$ cat config.mk
export PLATFORM = sky130hd
export DESIGN_NAME = serializer_fifo
export DESIGN_NICKNAME = d
export VERILOG_FILES = /design/src/rtl/serializer_fifo.sv
export SDC_FILE = /design/constraint.sdc
export NUM_CORES = 1
export LEC_CHECK = 0
export ABC_AREA = 1
export CAP_MARGIN = 20
export CORE_MARGIN = 2
export CORE_UTILIZATION = 25
export CTS_CLUSTER_DIAMETER = 30
export CTS_CLUSTER_SIZE = 40
export DETAILED_ROUTE_END_ITERATION = 6
export DONT_BUFFER_PORTS = 1
export PLACE_DENSITY = 0.4
export SYNTH_ARGS = -nofsm -noshare
export SYNTH_HDL_FRONTEND = slang
export SYNTH_SLANG_ARGS = --single-unit
$ cat constraint.sdc
create_clock -name clk_i -period 7.3 [get_ports clk_i]
set_input_delay 1.095 -clock clk_i [delete_from_list [all_inputs] [get_ports clk_i]]
set_output_delay 1.095 -clock clk_i [all_outputs]
set_load 0.05 [all_outputs]
$ cat src/rtl/serializer_fifo.sv
// Buffered parallel-to-serial converter: variable-length words queue in a small FIFO
// behind a shift register and leave back-to-back on a 1-bit link.
module serializer_fifo #(
    parameter int DATA_BUS_WIDTH = 16,
    parameter int DATA_MOD_WIDTH = 4,
    parameter int FIFO_DEPTH     = 2,
    parameter int MIN_LEN        = 3,
    parameter bit LSB_FIRST      = 1'b0
) (
    input  logic                      clk_i,
    input  logic                      arst_i,
    input  logic [DATA_BUS_WIDTH-1:0] data_i,
    input  logic [DATA_MOD_WIDTH-1:0] data_mod_i,
    input  logic                      data_val_i,
    output logic                      ready_o,
    output logic                      ser_data_o,
    output logic                      ser_data_val_o,
    output logic                      ser_sop_o,
    output logic                      ser_eop_o,
    output logic                      busy_o,
    output logic                      drop_o
);
    localparam int W  = DATA_BUS_WIDTH;
    localparam int LW = DATA_MOD_WIDTH + 1;
    localparam int PW = (FIFO_DEPTH > 1) ? $clog2(FIFO_DEPTH) : 1;
    localparam int CW = $clog2(FIFO_DEPTH + 1);

    typedef enum logic {ST_IDLE = 1'b0, ST_SHIFT = 1'b1} state_t;
    state_t state_q, state_d;

    logic [W-1:0]  sh_q, sh_d;
    logic [LW-1:0] len_q, len_d, idx_q, idx_d;
    logic [W-1:0]  fifo_data [FIFO_DEPTH];
    logic [LW-1:0] fifo_len  [FIFO_DEPTH];
    logic [PW-1:0] wr_ptr_q, rd_ptr_q;
    logic [CW-1:0] cnt_q, cnt_d;
    logic          ready_q, drop_q;

    logic [LW-1:0] len_in;
    logic          accept, legal, last_bit, shifter_free, fifo_empty, push, pop;

    // Handshake: a word transfers on a rising edge where data_val_i && ready_o;
    // while ready_o is low the producer holds data_i/data_mod_i/data_val_i stable.
    assign accept       = data_val_i && ready_q;
    assign len_in       = (data_mod_i == '0) ? LW'(W) : {1'b0, data_mod_i};
    assign legal        = (len_in >= LW'(MIN_LEN));
    assign fifo_empty   = (cnt_q == '0);
    assign last_bit     = (state_q == ST_SHIFT) && (idx_q == len_q - LW'(1));
    assign shifter_free = (state_q == ST_IDLE) || last_bit;

    // Strict order: the input bypasses the FIFO only when nothing is queued.
    assign push = accept && legal && !(shifter_free && fifo_empty);

    always_comb begin
        state_d = state_q;
        sh_d    = sh_q;
        len_d   = len_q;
        idx_d   = idx_q;
        pop     = 1'b0;
        if (shifter_free) begin
            if (!fifo_empty) begin
                pop     = 1'b1;
                state_d = ST_SHIFT;
                sh_d    = fifo_data[rd_ptr_q];
                len_d   = fifo_len[rd_ptr_q];
                idx_d   = '0;
            end else if (accept && legal) begin
                state_d = ST_SHIFT;
                sh_d    = data_i;
                len_d   = len_in;
                idx_d   = '0;
            end else begin
                state_d = ST_IDLE;
            end
        end else begin
            sh_d  = LSB_FIRST ? (sh_q >> 1) : (sh_q << 1);
            idx_d = idx_q + LW'(1);
        end
    end

    always_comb begin
        cnt_d = cnt_q;
        if (push && !pop) begin
            cnt_d = cnt_q + CW'(1);
        end else if (pop && !push) begin
            cnt_d = cnt_q - CW'(1);
        end
    end

    always_ff @(posedge clk_i or posedge arst_i) begin
        if (arst_i) begin
            state_q  <= ST_IDLE;
            sh_q     <= '0;
            len_q    <= '0;
            idx_q    <= '0;
            wr_ptr_q <= '0;
            rd_ptr_q <= '0;
            cnt_q    <= '0;
            ready_q  <= 1'b0;
            drop_q   <= 1'b0;
        end else begin
            state_q <= state_d;
            sh_q    <= sh_d;
            len_q   <= len_d;
            idx_q   <= idx_d;
            cnt_q   <= cnt_d;
            // Registered from the next occupancy, so a full FIFO never passes through.
            ready_q <= (cnt_d != CW'(FIFO_DEPTH));
            drop_q  <= accept && !legal;
            if (push) begin
                wr_ptr_q <= (wr_ptr_q == PW'(FIFO_DEPTH - 1)) ? '0 : wr_ptr_q + PW'(1);
            end
            if (pop) begin
                rd_ptr_q <= (rd_ptr_q == PW'(FIFO_DEPTH - 1)) ? '0 : rd_ptr_q + PW'(1);
            end
        end
    end

    always_ff @(posedge clk_i) begin
        if (push) begin
            fifo_data[wr_ptr_q] <= data_i;
            fifo_len[wr_ptr_q]  <= len_in;
        end
    end

    assign ser_data_val_o = (state_q == ST_SHIFT);
    assign ser_data_o     = ser_data_val_o && (LSB_FIRST ? sh_q[0] : sh_q[W-1]);
    assign ser_sop_o      = ser_data_val_o && (idx_q == '0);
    assign ser_eop_o      = last_bit;
    assign busy_o         = ser_data_val_o || !fifo_empty;
    assign ready_o        = ready_q;
    assign drop_o         = drop_q;
endmodule

==> results.yml, run 1 <==
status:
  outcome: "completed"
layout:
  antennaDiodeCount: 0
  nets: 394
  mostFrequentLayoutCell: "nand2_1"
  mostFrequentLayoutCells: "105 x nand2_1, 59 x nor2_1, 42 x edfxtp_1, 33 x dfrtp_1, 28 x inv_1"
  final_util_pct: 28.5
  area.growth.synth_to_final_pct: 12.7
  nFillCells: 1450
  final_layout_size_suffix_gt1_share_pct: 8.06
clock_network:
  cts_buffers: 9
  cts-root-buf: "clkbuf_16"
  clk_latency_ns: 0.33
  clk_path_buf_depth: 2
  cts_sinks: 75
  cts_resized: 0
  ctsHoldBuffers: 0
  post-cts-setup-buffer-count: 0
  htree_levels: 3
  cts_tree: "done"
  cts.clk_slew.worst_paths_ns: 0.05
timing:
  finClkSkew_ns: 0.00442
  worst_pin_slew_ns: 0.913
  tns_ns: 0
  drv_slew: 0
  timing.final.crit_period_ns: 3.28
  rsz0062_at_grt: "false"
  relSlewSlack_pct: 38.9
  hold_ws_ns: 0.496
  hold_viol: 0
  finalSetupViolCount: 0
  fmax_mhz: 305
  min_period_over_period_pct: 45.0
die:
  fp.coreArea_um2: 13700
  fp-row-count: 43
  design.die.area_um2: 14800
  start_util_pct: 25.3
  die_x_um: 122
  fp.dieH_um: 122
  ios: 30
global_route:
  antenna_found_initial: 0
  grt_overflow: 0
  grt_max_degree: 37
  grt_util_all_layers_pct: 11.4
  grt_pass1_vias: 2397
  grt_pass1_wl_mm: 12.6
job:
  cap_violations: 0
routing:
  viasPerCell: 4.31
  ant_nets: 0
  drt_pass1_iterations: 6
  routedWlPerCell_um: 13.8
  vias: 2380
  drcViolationCount: 0
  drt_wl_total_mm: 7.61
  drt_iter0_drc: 122
place:
  place.gp.congestion: 0.752
  port_buffers: 0
  dp.final_hpwl_mm: 5.01
setup_path:
  cpMostUsedCell: "nand2_1"
  arrival_ns: 2.19
  cp-start-kind: "flip-flop"
  critPathMaxStageDelay_ns: 0.70
  path_max_fanout: 4
  worst-path-buf-inv: 1
  criticalPathCategory: "flip-flop to output pin"
  cp_slowest_cell: "nor2_1"
  path_delay_family: "simple AND/OR/NAND/NOR gates"
  cp_cell_sequence: "inv_1 -> ha_1 -> nand2_1 -> nand2_1 -> nor2_1 -> nand2_1 -> nor2_2 -> nand2_2 -> nor2_1"
  endpoint_kind: "output pin"
  required_ns: 6.20
synthesis:
  ys_ff_latch: 75
  synth_area_per_cell_um2: 9.29
  syn_inst: 373
  syn_nets: 400
  yosysTopAreaCell: "edfxtp_1"
  yosys-top-cells-area: "edfxtp_1 36%, dfrtp_1 24%, nand2_1 11%"
  synth_top_area_share_pct: 36.4
  syn_area_um2: 3460
  yosysUniqueCellTypes: 26
  yosysWarnings: 0
  ys_seq_area_share_pct: 60.2
power_and_ir_drop:
  leakage_nw: 1.66
  peakVddDrop_mv: 0.114
  pwr_density_cell_nw_per_um2: 454
hold_path:
  hp-class: "flip-flop to flip-flop"
==> sequential cells by signal, indices dropped and copies added, names as in the netlist <==
signal	flops
rd_ptr_q	1
fifo_data	32
sh_q	16
idx_q	5
wr_ptr_q	1
ser_data_val_o	1
cnt_q	2
len_q	5
ready_o	1
drop_o	1
fifo_len	10
==> metal layers <==
layer	GRT usage (%)	vias up	share of wire (%)
met5	0	-	0
met2	17.6	31	46
met1	14.9	1117	49
li1	-	1217	-
met4	6.61	0	2.9
met3	2.20	15	2.6
==> stage by stage <==
step / cell area (um^2) / std cells / setup WS, ns / total power [W]
2_1_floorplan: 3460 / 373 / 4.17 / 0.00123
3_3_place_gp: 3610 / 535 / 4.00 / 0.00137
3_5_place_dp: 3620 / 536 / 4.35 / 0.00138
4_1_cts: 3910 / 552 / 3.99 / 0.00181
5_1_grt: 3910 / 552 / 3.82 / 0.00193
6_report: 3910 / 552 / 4.02 / 0.00177
==> tightest hold or removal path: cells and delay by family, from the launching register on <==
| family | cells | cell delay [ns] |
|---|---|---|
| compound gates | 1 | 0.05 |
| flops | 1 | 0.35 |
| simple gates | 1 | 0.06 |
==> logic make-up (layout without fill, tap and decap cells) <==
group | count (synthesis) | in the layout | synth area share (%)
AOI/OAI and AO/OA | 55 | 55 | 9.79
xor gates and xnor gates | 1 | 1 | 0.253
adders and majority gates | 4 | 4 | 1.44
buffers and inverters | 52 | 51 | 6.72
DFF | 75 | 75 | 60.2
and+or+nand+nor | 186 | 186 | 21.6
==> cells in the mapped netlist <==
cell type	n
o32ai_1	1
dfrtp_1	33
buf_4	1
nor2_2	1
or2_2	1
o21ai_0	6
nand4_1	1
nand2_4	3
o31ai_1	11
buf_2	3
nand2_2	1
nand3_1	10
inv_1	28
ha_1	4
a31oi_1	20
nor3_1	3
nand2_1	105
o31ai_2	1
buf_1	1
inv_2	3
edfxtp_1	42
xor2_1	1
a21oi_1	16
nor2_1	61
buf_6	4
clkbuf_1	12
==> path summary, 6_finish.rpt <==
kind | cells after the start | end | slack, ns | from
min in group asynchronous | 2 | sh_q[6] | 0.77 | arst_i
worst max-delay path | 9 | ser_eop_o | 4.02 | len_q[0]
worst min register to register | 2 | sh_q[0] | 0.50 | sh_q[0]
worst max register to register | 13 | fifo_data[0][15] | 4.70 | len_q[0]
worst min-delay path | 2 | sh_q[0] | 0.50 | sh_q[0]
max in group asynchronous | 2 | ready_o | 6.20 | arst_i
==> report_power, final <==
group,total (W),internal (W),switching [W]
registers,0.000698,0.000596,0.000102
logic,0.000655,0.000209,0.000446
clock network,0.000421,0.000259,0.000162
total,0.00177,0.00106,0.000710
==> layout make-up <==
cell class / instances / area (um^2) / area share (%)
Sequential cell: 75 / 2090 / 53.4
Multi-Input combinational cell: 246 / 1150 / 29.6
Clock buffer: 14 / 275 / 7.05
Tap cell: 180 / 225 / 5.77
Inverter: 31 / 116 / 2.98
Timing Repair Buffer: 4 / 37.5 / 0.961
Clock inverter: 2 / 10.0 / 0.256
Note: power is estimated with default switching activity, not from simulation.
==> run 2, diff against run 1 <==
--- a/config.mk
+++ b/config.mk
@@ -5,7 +5,7 @@
 export SDC_FILE = /design/constraint.sdc
 export NUM_CORES = 1
 export LEC_CHECK = 0
-export ABC_AREA = 1
+export ABC_AREA = 0
 export CAP_MARGIN = 20
 export CORE_MARGIN = 2
 export CORE_UTILIZATION = 25
@@ -13,7 +13,7 @@
 export CTS_CLUSTER_SIZE = 40
 export DETAILED_ROUTE_END_ITERATION = 6
 export DONT_BUFFER_PORTS = 1
-export PLACE_DENSITY = 0.4
+export PLACE_DENSITY = 0.42
 export SYNTH_ARGS = -nofsm -noshare
 export SYNTH_HDL_FRONTEND = slang
 export SYNTH_SLANG_ARGS = --single-unit
==> constraint.sdc (replaced) <==
create_clock -name clk_i -period 2.9 [get_ports clk_i]
set_input_delay 0.435 -clock clk_i [delete_from_list [all_inputs] [get_ports clk_i]]
set_output_delay 0.435 -clock clk_i [all_outputs]
set_load 0.05 [all_outputs]
==> results.yml, run 2 <==
synthesis:
  syn_inst: 301
  synth_top_family_by_area: "simple AND/OR/NAND/NOR gates"
  syn_area_um2: 3420
  synth_edf_count: 42
  ys_ff_latch: 75
  synth-async-reset-ratio_pct: 44.0
  yosysWarnings: 0
  ys_top_cells_by_count: "52 x nor2_1, 46 x a21oi_1, 42 x edfxtp_1"
  yosys-top-cells-area: "edfxtp_1 37%, dfrtp_1 24%, mux2i_1 7.3%"
  synth_compound_area_share_pct: 10.2
  syn_nets: 328
  synth_area_per_cell_um2: 11.4
  yosysTopAreaCell: "edfxtp_1"
  ys_seq_area_share_pct: 60.9
  synth_top_area_share_pct: 36.8
  yosysMostFrequentCell: "nor2_1"
  synth_ff_type: "edfxtp_1"
  synth-xor-area-share_pct: 2.81
  yosysUniqueCellTypes: 36
  synth_mux_area_share_pct: 8.95
  synth-simple-area-share_pct: 11.7
  yosys.area_share.adder_pct: 1.46
layout:
  reg.largest.list: "fifo_data: 32 flops, sh_q: 16 flops, fifo_len: 10 flops"
  nFillCells: 1363
  final_layout_size_suffix_gt1_share_pct: 13.3
  antennaDiodeCount: 0
  final_util_pct: 29.8
  area.growth.synth_to_final_pct: 15.8
  mostFrequentLayoutCells: "52 x nor2_1, 46 x a21oi_1, 42 x edfxtp_1, 33 x dfrtp_1, 25 x mux2i_1"
  nets: 331
  mostFrequentLayoutCell: "nor2_1"
  top_register: "fifo_data"
  largest_reg_flops: 32
timing:
  min_period_over_period_pct: 91.4
  relSlewSlack_pct: 65.4
  tns_ns: 0
  worst_pin_slew_ns: 0.519
  drv_slew: 0
  finalSetupViolCount: 0
  fmax_mhz: 377
  rsz0062_at_grt: "false"
  hold_viol: 0
  finClkSkew_ns: 0.00923
  timing.final.crit_period_ns: 2.65
job:
  cap_violations: 0
routing:
  drt_wl_total_mm: 7.04
  wl_met1_mm: 3.17
  drt_pass1_iterations: 4
  vias: 2114
  routedWlPerCell_um: 14.5
  viasPerCell: 4.36
  routed-wl-met2_mm: 3.27
  wl_met3_um: 469
  top_layer: "met4"
  ant_nets: 0
  drcViolationCount: 0
  drt_iter0_drc: 66
clock_network:
  cts_tree: "done"
  cts_buffers: 9
  cts.clk_slew.worst_paths_ns: 0.06
  cts_sinks: 75
  clk_path_buf_depth: 2
  cts-root-buf: "clkbuf_16"
  clk_latency_ns: 0.34
  htree_levels: 3
  post-cts-setup-buffer-count: 0
place:
  port_buffers: 0
  dp.final_hpwl_mm: 4.61
  place.gp.congestion: 0.726
die:
  fp-row-count: 42
  design.die.area_um2: 14700
  fp.dieH_um: 121
  die_x_um: 121
  ios: 30
  start_util_pct: 25.8
  fp.coreArea_um2: 13300
power_and_ir_drop:
  peakVddDrop_mv: 0.422
  leakage_nw: 1.58
  pwr_density_cell_nw_per_um2: 1200
global_route:
  grt_pass1_vias: 2255
  grt_overflow: 0
  grt_max_degree: 50
  grt_util_all_layers_pct: 10.9
  antenna_found_initial: 0
  grt_pass1_wl_mm: 11.9
setup_path:
  endpoint_kind: "flip-flop"
  path_max_fanout: 46
  required_ns: 3.13
  arrival_ns: 2.88
  criticalPathCategory: "flip-flop to flip-flop"
  cp-start-kind: "flip-flop"
hold_path:
  hp-class: "input port to asynchronous set/reset pin"
status:
  outcome: "completed"
run 2: cell count changes after synthesis, moves of 6 or more:
cell | previous run | this run
a21oi_1 | 16 | 46
a31oi_1 | 20 | 2
inv_1 | 28 | 8
mux2i_1 | 0 | 25
nand2_1 | 105 | 13
nor2_1 | 61 | 52
nor2b_1 | 0 | 6
o31ai_1 | 11 | 0
xor2_1 | 1 | 7
run 2: stage by stage:
stage          hold WS (ns)  worst slack, ns  std cells  total power (W)  instance area, um^2
6_report             0.0962            0.249        485          0.00476                 3970
5_1_grt               0.127           0.0112        485          0.00515                 3970
4_1_cts               0.107            0.101        485          0.00484                 3960
3_5_place_dp          0.476            0.106        469          0.00369                 3650
3_3_place_gp          0.491            0.169        469          0.00367                 3650
2_1_floorplan         0.473            0.259        301          0.00327                 3430
run 2: worst paths after layout:
| check | from | endpoint | slack [ns] | cells past startpoint |
|---|---|---|---|---|
| worst max-delay path | len_q[0] | len_q[2] | 0.25 | 9 |
| worst min-delay path | arst_i | idx_q[0] | 0.1 | 2 |
| worst max register to register | len_q[0] | len_q[2] | 0.25 | 9 |
| worst min register to register | sh_q[12] | sh_q[13] | 0.52 | 1 |
| max in group asynchronous | arst_i | sh_q[10] | 2.48 | 2 |
| min in group clk_i | data_i[12] | fifo_data[0][12] | 0.19 | 0 |
run 2: cells by family (layout without fill, tap and decap cells):
family / Yosys count / after routing
muxes: 30 / 30
adders and majority gates: 4 / 4
AOI/OAI and AO/OA: 63 / 63
and+or+nand+nor: 89 / 89
DFF: 75 / 75
xor gates and xnor gates: 11 / 11
buffers and inverters: 29 / 37
run 2: area by class of cell:
type	instances	area (um^2)	area share, %
Inverter	8	30.0	0.757
Clock inverter	7	75.1	1.89
Clock buffer	9	225	5.68
Multi-Input combinational cell	197	1210	30.6
Tap cell	176	220	5.55
Timing Repair Buffer	13	114	2.87
Sequential cell	75	2090	52.6
run 2: power breakdown:
part / internal (W) / leakage, nW / total [W] / switching, W
clock: 0.000670 / 0.138 / 0.00112 / 0.000454
sequential: 0.00150 / 0.789 / 0.00171 / 0.000207
combinational: 0.000767 / 0.653 / 0.00193 / 0.00116
run 2: per-layer routing:
metal / vias to the layer above / GRT usage (%)
li1: 1065 / -
met1: 1005 / 13.6
met2: 34 / 16.4
met3: 10 / 4.65
met4: 0 / 4.36
met5: - / 0
run 2: critical path: stages (launching register included):
cell	delay (ns)
dfrtp_1	0.38
inv_1	0.07
ha_1	0.22
nor2b_1	0.13
or3_1	0.35
a311oi_1	0.32
nand2b_2	0.20
buf_6	0.30
nand2_1	0.24
mux2_2	0.32
run 2: what timing repair did:
item                                    4_1_cts  5_1_grt
hold buffers                                  0        0
gates resized for setup                       0        3
endpoints found under the setup margin        0        5
==> run 3, diff against run 2 <==
--- a/config.mk
+++ b/config.mk
@@ -7,13 +7,15 @@
 export LEC_CHECK = 0
 export ABC_AREA = 0
 export CAP_MARGIN = 20
+export CELL_PAD_IN_SITES_DETAIL_PLACEMENT = 1
+export CELL_PAD_IN_SITES_GLOBAL_PLACEMENT = 2
 export CORE_MARGIN = 2
 export CORE_UTILIZATION = 25
 export CTS_CLUSTER_DIAMETER = 30
-export CTS_CLUSTER_SIZE = 40
+export CTS_CLUSTER_SIZE = 24
 export DETAILED_ROUTE_END_ITERATION = 6
 export DONT_BUFFER_PORTS = 1
-export PLACE_DENSITY = 0.42
+export PLACE_DENSITY = 0.55
 export SYNTH_ARGS = -nofsm -noshare
 export SYNTH_HDL_FRONTEND = slang
 export SYNTH_SLANG_ARGS = --single-unit
==> constraint.sdc (replaced) <==
create_clock -name clk_i -period 2.9 [get_ports clk_i]
set_input_delay 0.435 -clock clk_i [delete_from_list [all_inputs] [get_ports clk_i]]
set_output_delay 0.435 -clock clk_i [all_outputs]
set_load 0.005 [all_outputs]
==> results.yml, run 3 (synthesis results as in run 2) <==
status:
  outcome: "completed"
setup_path:
  critPathMaxStageDelay_ns: 0.34
  cp_cell_sequence: "inv_1 -> ha_1 -> nor2b_1 -> or3_1 -> a311oi_1 -> nand2b_2 -> clkbuf_8 -> nand2_1 -> mux2_2"
  cp_slowest_cell: "dfrtp_1"
  crit_end: "len_q[4]"
  reg2reg_to: "len_q[4]"
  r2r_slack_ns: 0.23
  path_max_fanout: 46
  arrival_ns: 2.89
  reg2reg_depth: 9
  required_ns: 3.12
  endpoint_kind: "flip-flop"
  cp-startpoint: "len_q[0]"
  cp-start-kind: "flip-flop"
  criticalPathCategory: "flip-flop to flip-flop"
  r2r-start: "len_q[0]"
layout:
  mostFrequentLayoutCells: "52 x nor2_1, 46 x a21oi_1, 42 x edfxtp_1, 33 x dfrtp_1, 25 x mux2i_1"
  final_layout_size_suffix_gt1_share_pct: 12.6
  area.growth.synth_to_final_pct: 17.0
  reg.largest.list: "fifo_data: 32 flops, sh_q: 16 flops, fifo_len: 10 flops"
  nets: 332
  layout.cells.non_filler: 486
  largest_reg_flops: 32
  antennaDiodeCount: 0
  mostFrequentLayoutCell: "nor2_1"
  top_register: "fifo_data"
clock_network:
  cts_tree: "done"
  clk_latency_ns: 0.34
  htree_levels: 3
  post-cts-setup-buffer-count: 0
  cts.clk_slew.worst_paths_ns: 0.06
  clk_path_buf_depth: 2
  cts_buffers: 9
  cts_sinks: 75
  cts-root-buf: "clkbuf_16"
routing:
  viasPerCell: 4.54
  drcViolationCount: 0
  drt_iter0_drc: 106
  routedWlPerCell_um: 16.1
  wl_met1_mm: 3.77
  routed-wl-met2_mm: 3.55
  wl_met3_um: 368
  drt_pass1_iterations: 4
  vias: 2207
  ant_nets: 0
  top_layer: "met4"
  drt_wl_total_mm: 7.83
place:
  dpl.cell_count: 470
  port_buffers: 0
  dp.final_hpwl_mm: 5.16
  place.gp.congestion: 0.679
power_and_ir_drop:
  switching_share_pct: 35.8
  pwr-share-comb_pct: 38.2
  leakage_nw: 1.61
  clkPwrFrac_pct: 26.1
  p_switching_w: 0.00174
  seq_power_share_pct: 35.7
  peakVddDrop_mv: 0.530
  pwr_density_cell_nw_per_um2: 1210
  internal-power_w: 0.00312
timing:
  relSlewSlack_pct: 59.9
  worst_pin_slew_ns: 0.597
  hold_ws_ns: 0.0859
  fmax_mhz: 375
  finalSetupViolCount: 0
  hold_viol: 0
  timing.final.crit_period_ns: 2.67
  rsz0062_at_grt: "false"
  drv_slew: 0
  finClkSkew_ns: 0.00637
  min_period_over_period_pct: 91.9
global_route:
  grt_overflow: 0
  grt_pass1_wl_mm: 13.0
  antenna_found_initial: 0
  grt_max_degree: 50
  grt_util_all_layers_pct: 11.9
  grt_pass1_vias: 2369
die:
  fp.dieH_um: 121
  start_util_pct: 25.8
  die_x_um: 121
  fp-row-count: 42
  ios: 30
  fp.coreArea_um2: 13300
  design.die.area_um2: 14700
job:
  cap_violations: 0
hold_path:
  hp-class: "input port to asynchronous set/reset pin"
run 3: changes by cell type in the layout (fill, tap and decap cells not counted), sizes merged:
cell	before	now
clkinvlp	3	0
clkbuf	9	11
bufinv	1	3
clkinv	1	3
inv	10	8
run 3: how the worst min path moves through the flow:
stage | from | endpoint | slack, ns | cells after the start
finish | arst_i | sh_q[5] | 0.09 | 2
global route | arst_i | sh_q[5] | 0.13 | 2
CTS | arst_i | sh_q[15] | 0.11 | 2
detailed placement | arst_i | sh_q[5] | 0.48 | 2
global placement | wr_ptr_q | wr_ptr_q | 0.50 | 1
floorplan | wr_ptr_q | wr_ptr_q | 0.47 | 1
run 3: worst max-delay path, delay by kind of cell (launching register included):
family                   cells  cell delay [ns]
buffers and inverters        2             0.39
AND/OR/NAND/NOR              4             0.94
adder cells (fa/ha/maj)      1             0.23
AO/OA/AOI/OAI                1             0.33
flip-flops                   1             0.34
multiplexers                 1             0.33
run 3: routing by layer:
metal / GRT usage, % / vias to the layer above
met5: 0 / -
li1: - / 1066
met3: 4.04 / 12
met2: 18.0 / 32
met4: 5.01 / 0
met1: 15.4 / 1097
run 3: power by group through the flow:
stage | Sequential, W | Combinational [W] | Clock (W)
6_report | 0.00173 | 0.00186 | 0.00127
5_1_grt | 0.00178 | 0.00214 | 0.00136
4_1_cts | 0.00174 | 0.00190 | 0.00132
3_5_place_dp | 0.00176 | 0.00189 | 0
3_3_place_gp | 0.00175 | 0.00186 | 0
2_1_floorplan | 0.00166 | 0.00150 | 0
run 3: cell type report:
cell class / instances / area (um^2)
repair buffers: 14 / 124
multi-input cells: 197 / 1210
flip-flops and latches: 75 / 2090
well taps: 176 / 220
fillers: 1465 / 9290
clock buffers: 10 / 229
inverters: 8 / 30.0
clock inverters: 6 / 104
run 3: what timing repair did:
action | 4_1_cts | 5_1_grt
hold buffers | 0 | 0
gates resized for setup | 1 | 2
endpoints found under the setup margin | 5 | 7
run 3: through the flow:
step / total power [W] / instance area [um^2] / setup TNS [ns] / worst slack, ns / utilization (%)
detailed placement: 0.00365 / 3660 / -0.345 / -0.0689 / 27.5
finish: 0.00486 / 4010 / 0 / 0.234 / 30.1
global route: 0.00527 / 4010 / 0 / 0.00405 / 30.1
global placement: 0.00362 / 3660 / 0 / 0.0374 / 27.5
CTS: 0.00496 / 4000 / 0 / 0.0662 / 30.1
floorplan: 0.00317 / 3430 / 0 / 0.278 / -
